### config.mk
export PLATFORM = sky130hd
export DESIGN_NAME = pipeline_hazard_ctrl
export DESIGN_NICKNAME = d
export VERILOG_FILES = /design/src/rtl/pipeline_hazard_ctrl_pkg.sv /design/src/rtl/pipeline_hazard_ctrl_sat_counter.sv /design/src/rtl/pipeline_hazard_ctrl.sv
export SDC_FILE = /design/constraint.sdc
export NUM_CORES = 1
export LEC_CHECK = 0
export ABC_AREA = 0
export ABC_CLOCK_PERIOD_IN_PS = 1960
export CORE_MARGIN = 3
export CORE_UTILIZATION = 44
export CTS_BUF_LIST = sky130_fd_sc_hd__clkbuf_8 sky130_fd_sc_hd__clkbuf_16
export DETAILED_ROUTE_END_ITERATION = 12
export PLACE_DENSITY = 0.77
export REMOVE_ABC_BUFFERS = 1
export SLEW_MARGIN = 40
export SYNTH_ARGS = -nofsm -noshare
export SYNTH_HDL_FRONTEND = slang
export SYNTH_HIERARCHICAL = 1
export SYNTH_SLANG_ARGS = --single-unit
### constraint.sdc
create_clock -name clock -period 1.96 [get_ports clock]
set_clock_uncertainty 0.1 [all_clocks]
set_input_delay 0.294 -clock clock [delete_from_list [all_inputs] [get_ports clock]]
set_output_delay 0.294 -clock clock [all_outputs]
set_load 0.05 [all_outputs]
### src/rtl/pipeline_hazard_ctrl_pkg.sv
// Shared definitions for the pipeline hazard controller.
// State encoding, register-zero constant and bubble-count range check.
package pipeline_hazard_ctrl_pkg;

  typedef enum logic {
    RUN    = 1'b0,
    BUBBLE = 1'b1
  } hz_state_t;

  localparam logic [4:0] REG_ZERO = 5'd0;

  localparam int LU_MIN = 1;
  localparam int LU_MAX = 3;

  function automatic bit lu_ok(input int n);
    return (n >= LU_MIN) && (n <= LU_MAX);
  endfunction

endpackage

### src/rtl/pipeline_hazard_ctrl_sat_counter.sv
// Saturating event counter with synchronous clear.
// Holds at all-ones instead of wrapping.
module sat_counter #(
  parameter int W = 16
) (
  input  logic         clock,
  input  logic         reset,
  input  logic         inc,
  input  logic         clear,
  output logic [W-1:0] count
);

  always_ff @(posedge clock or negedge reset) begin
    if (!reset) begin
      count <= '0;
    end else if (clear) begin
      count <= '0;
    end else if (inc && (count != {W{1'b1}})) begin
      count <= count + 1'b1;
    end
  end

endmodule

### src/rtl/pipeline_hazard_ctrl.sv
// Stall/flush sequencer for the 5-stage pipeline.
// Load-use bubbles, redirect squash, saturating perf counters.
module pipeline_hazard_ctrl
  import pipeline_hazard_ctrl_pkg::*;
#(
  parameter int LU_BUBBLES = 1,
  parameter int CNT_W      = 16
) (
  input  logic             clock,
  input  logic             reset,
  input  logic             id_valid,
  input  logic [4:0]       id_rs,
  input  logic [4:0]       id_rt,
  input  logic             id_use_rs,
  input  logic             id_use_rt,
  input  logic             ex_valid,
  input  logic             ex_memread,
  input  logic [4:0]       ex_wreg,
  input  logic             ex_redirect,
  output logic             pc_write,
  output logic             pc_sel_target,
  output logic             ifid_write,
  output logic             ifid_flush,
  output logic             idex_enable,
  output logic             stalled,
  output logic [CNT_W-1:0] stall_cnt,
  output logic [CNT_W-1:0] flush_cnt
);

  generate
    if (!lu_ok(LU_BUBBLES)) begin : g_bad_lu
      $error("LU_BUBBLES out of range");
    end
  endgenerate

  localparam logic [1:0] BCNT_INIT = 2'(LU_BUBBLES - 1);

  hz_state_t  state;
  logic [1:0] bcnt;
  logic       hz;
  logic       src_hit;
  logic       stall_now;

  assign src_hit = (id_use_rs && (id_rs == ex_wreg))
                || (id_use_rt && (id_rt == ex_wreg));

  assign hz = id_valid && ex_valid && ex_memread
           && (ex_wreg != REG_ZERO) && src_hit;

  assign stall_now = !ex_redirect && ((state == BUBBLE) || hz);

  // Outputs are combinational so the stall lands in the hazard cycle.
  always_comb begin
    pc_write      = 1'b1;
    pc_sel_target = 1'b0;
    ifid_write    = 1'b1;
    ifid_flush    = 1'b0;
    idex_enable   = 1'b1;
    stalled       = 1'b0;
    if (reset) begin
      unique case (1'b1)
        ex_redirect: begin
          pc_sel_target = 1'b1;
          ifid_flush    = 1'b1;
          idex_enable   = 1'b0;
        end
        stall_now: begin
          pc_write    = 1'b0;
          ifid_write  = 1'b0;
          idex_enable = 1'b0;
          stalled     = 1'b1;
        end
        default: ;
      endcase
    end
  end

  always_ff @(posedge clock or negedge reset) begin
    if (!reset) begin
      state <= RUN;
      bcnt  <= 2'd0;
    end else if (ex_redirect) begin
      state <= RUN;
      bcnt  <= 2'd0;
    end else if (state == BUBBLE) begin
      bcnt <= bcnt - 2'd1;
      if (bcnt == 2'd1) state <= RUN;
    end else if (hz && (LU_BUBBLES > 1)) begin
      state <= BUBBLE;
      bcnt  <= BCNT_INIT;
    end
  end

  sat_counter #(.W(CNT_W)) u_stall_cnt (
    .clock (clock),
    .reset (reset),
    .inc   (stalled),
    .clear (1'b0),
    .count (stall_cnt)
  );

  sat_counter #(.W(CNT_W)) u_flush_cnt (
    .clock (clock),
    .reset (reset),
    .inc   (ex_redirect),
    .clear (1'b0),
    .count (flush_cnt)
  );

endmodule

==> summary.txt <==
status: finished, violations left
violated checks: negative setup slack
#FFs+latches synth: 35
clock transition at the registers of the reported paths: 0.07 ns
Crit path max-delay family: simple AND/OR/NAND/NOR gates
Rows: 25
fraction of registers with async set/reset: 100%
DR vias/cell: 5.80
Fin Hold WS: 0.0386 ns
core box area: 4790 um^2
Worst Path Required: 2.08 ns
worst path cell trace: ha_4 -> nand4_2 -> nor4_4 -> buf_6 -> buf_4 -> or4_2 -> a21oi_2
post-synthesis sequential area ratio: 39.5%
Synth Flop Type: dfrtp_1
synth warn: 6
num ports: 61
Mapped Cells: 234
crit start category: register
cell taking the most area after synthesis: dfrtp_1
min Tclk post-route: 1.97 ns
design area: 3450 um^2
Final Cycle Share: 101%
Synth Area per Inst: 9.48 um^2
Hold Path Class: input port to async pin
clock root buffer: clkbuf_8
Area contributors post-synth: dfrtp_1 (39%), a21oi_1 (5.2%), o31ai_1 (4.7%), xnor2_1 (4.3%), nand4_1 (4.2%)
critical path data arrival time: 2.09 ns
gpl congestion: 0.908
Slowest Stage Delay on Critical Path: 0.56 ns
Pwr Density: 406 nW/um^2
global-route wire length before repair: 10400 um
CP Class: register to register
Post-Route WL: 6680 um
Die H: 77.0 um
Adder-Cell Fraction of Synth Area: 1.69%
largest family of logic cells by synthesized area: simple AND/OR/NAND/NOR gates
starting density of the core: 46.4%
largest net degree at the start of global routing: 25
post-synthesis mux area share: 4.51%
final setup violation count: 1
Mapped Area: 2220 um^2
drt pass-1 iters: 4
n_diodes: 0
Overflow after GRT: 0
CTS Sinks: 35
Max VDD drop: 0.000322 V
GR Util All Layers: 21.2%
Max Slew Vio Count: 0
highest net fanout along the worst path: 9
number of flops mapped to enable cells by yosys: 0
Synth Area in Compound Gates: 16.1%
Residual DRC: 0
initial antenna violation count: 0
share of the synthesized area in the top cell type: 39.5%
vias in the first global route: 2174
Max-Slew Margin vs Limit: 53.8%
Vias: 2383
die width: 77.0 um
# nets final: 371
PortBufs: 60
Least-Margin Pin Slew: 0.691 ns
most instantiated cells after synthesis: dfrtp_1 (35), a21oi_1 (23), nand4_1 (15), nand2_1 (14), o31ai_1 (14)
maxcap violations: 0
CTS tree: built
Netlist cell types: 38
DIE AREA: 5930 um^2
routed len/inst: 16.3 um
RSZ-0062 raised after global routing: true
XOR/XNOR share of the synthesized area: 4.34%
most common cell in the netlist: dfrtp_1
endpoint type of the worst setup path: register
Skew-Pair Late Insertion Delay: 0.28 ns
Hold Vio Cnt, Final: 0
layout cells sized above 1: 45.1%
post-synthesis simple-gate area fraction: 29.3%
slowest stage cell, crit path: or4_2
post-DP HPWL: 4370 um
Crit path buffers/inverters: 2
CTS Buf Count: 5
H-Tree Depth: 2
Pleak: 1.57 nW
Post-Place Cell Area: 3110 um^2
drt first-iter violations: 129
clock tree buffer depth: 2
P&R area growth vs syn: 55.7%
Worst Slack Setup Final: -0.0143 ns
max frequency: 507 MHz
Final ANT Viol Nets: 0
[routing by layer]
layer,up-vias,global-route usage [%],share of wire (%)
li1,1119,-,-
met1,1162,27.6,43
met2,92,35.9,49
met3,10,5.05,6.2
met4,0,4.80,1.6
met5,-,0,0
[stage by stage]
step	total power [mW]	std cells	setup TNS, ns	setup WS [ns]	util, %
floorplan	0.817	225	-13.69	-0.715	-
global placement	0.933	389	-11.68	-0.741	64.9
detailed placement	0.935	389	-12.57	-0.764	64.9
CTS	1.40	406	-0.00722	-0.00722	69.4
global route	1.46	411	-0.172	-0.0517	72.2
finish	1.40	411	-0.0143	-0.0143	72.2
[tightest hold or removal path: stages]
cell and delay [ns]:
buf_2 0.09, buf_4 0.12, buf_4 0.30
[layout by cell type, fill, tap and decap left out, types with 5 or more instances in the layout]
master,instances
buf_4,78
dfrtp_1,33
nand4_1,15
a21oi_1,15
nand2_1,14
o31ai_1,14
nor2_1,11
a21oi_2,8
nor2b_1,8
inv_1,7
xnor2_1,7
clkbuf_2,7
mux2_1,7
or4_1,7
buf_12,6
o21ai_1,6
clkbuf_8,5
buf_6,5
clkdlybuf4s15_1,5
nand3_1,5
[registers in the layout, summed over array words and instances, names as in the netlist]
register / count
u_stall_cnt/count: 16
state: 1
u_flush_cnt/count: 16
bcnt: 2
[repair_timing]
| action | in CTS | in global routing |
|---|---|---|
| setup buffers | 10 | 7 |
| pin swaps | 28 | 37 |
| setup endpoints to repair | 21 | 29 |
| hold buffers | 1 | 0 |
| resized for setup | 50 | 55 |
| hold endpoints to repair | 14 | 0 |
[power by group]
part / leakage, nW / total, mW / switching [mW] / internal (mW)
sequential: 0.485 / 0.728 / 0.00227 / 0.725
clock: 0.0413 / 0.471 / 0.240 / 0.231
combinational: 1.05 / 0.201 / 0.111 / 0.0909
total: 1.57 / 1.40 / 0.353 / 1.05
[logic make-up (layout without fill, tap and decap cells)]
logic type / count (synthesis) / count (layout)
buffers and inverters: 20 / 127
XOR/XNOR: 11 / 11
other: 1 / 4
AO/OA/AOI/OAI: 53 / 53
adder cells (fa/ha/maj): 3 / 3
multiplexers: 9 / 9
AND/OR/NAND/NOR: 102 / 102
flip-flops: 35 / 35
[final cells by class]
| class | instances | area (um^2) |
|---|---|---|
| Clock buffer | 5 | 68.8 |
| Clock inverter | 1 | 3.75 |
| Fill cell | 342 | 1330 |
| Inverter | 8 | 35.0 |
| Multi-Input combinational cell | 182 | 1430 |
| Sequential cell | 35 | 878 |
| Tap cell | 67 | 83.8 |
| Timing Repair Buffer | 113 | 958 |
[worst paths after layout]
check	startpoint	endpoint	slack [ns]	depth (start not counted)
max in group asynchronous	reset	u_flush_cnt/count[3]	0.65	3
worst min-delay path	reset	u_stall_cnt/count[11]	0.04	3
worst min register to register	bcnt[1]	bcnt[1]	0.42	2
min in group clock	ex_redirect	bcnt[0]	0.40	3
worst max register to register	u_stall_cnt/count[0]	u_stall_cnt/count[2]	-0.01	7
worst max-delay path	u_stall_cnt/count[0]	u_stall_cnt/count[2]	-0.01	7
No activity file was read; power rests on OpenSTA's default activity.
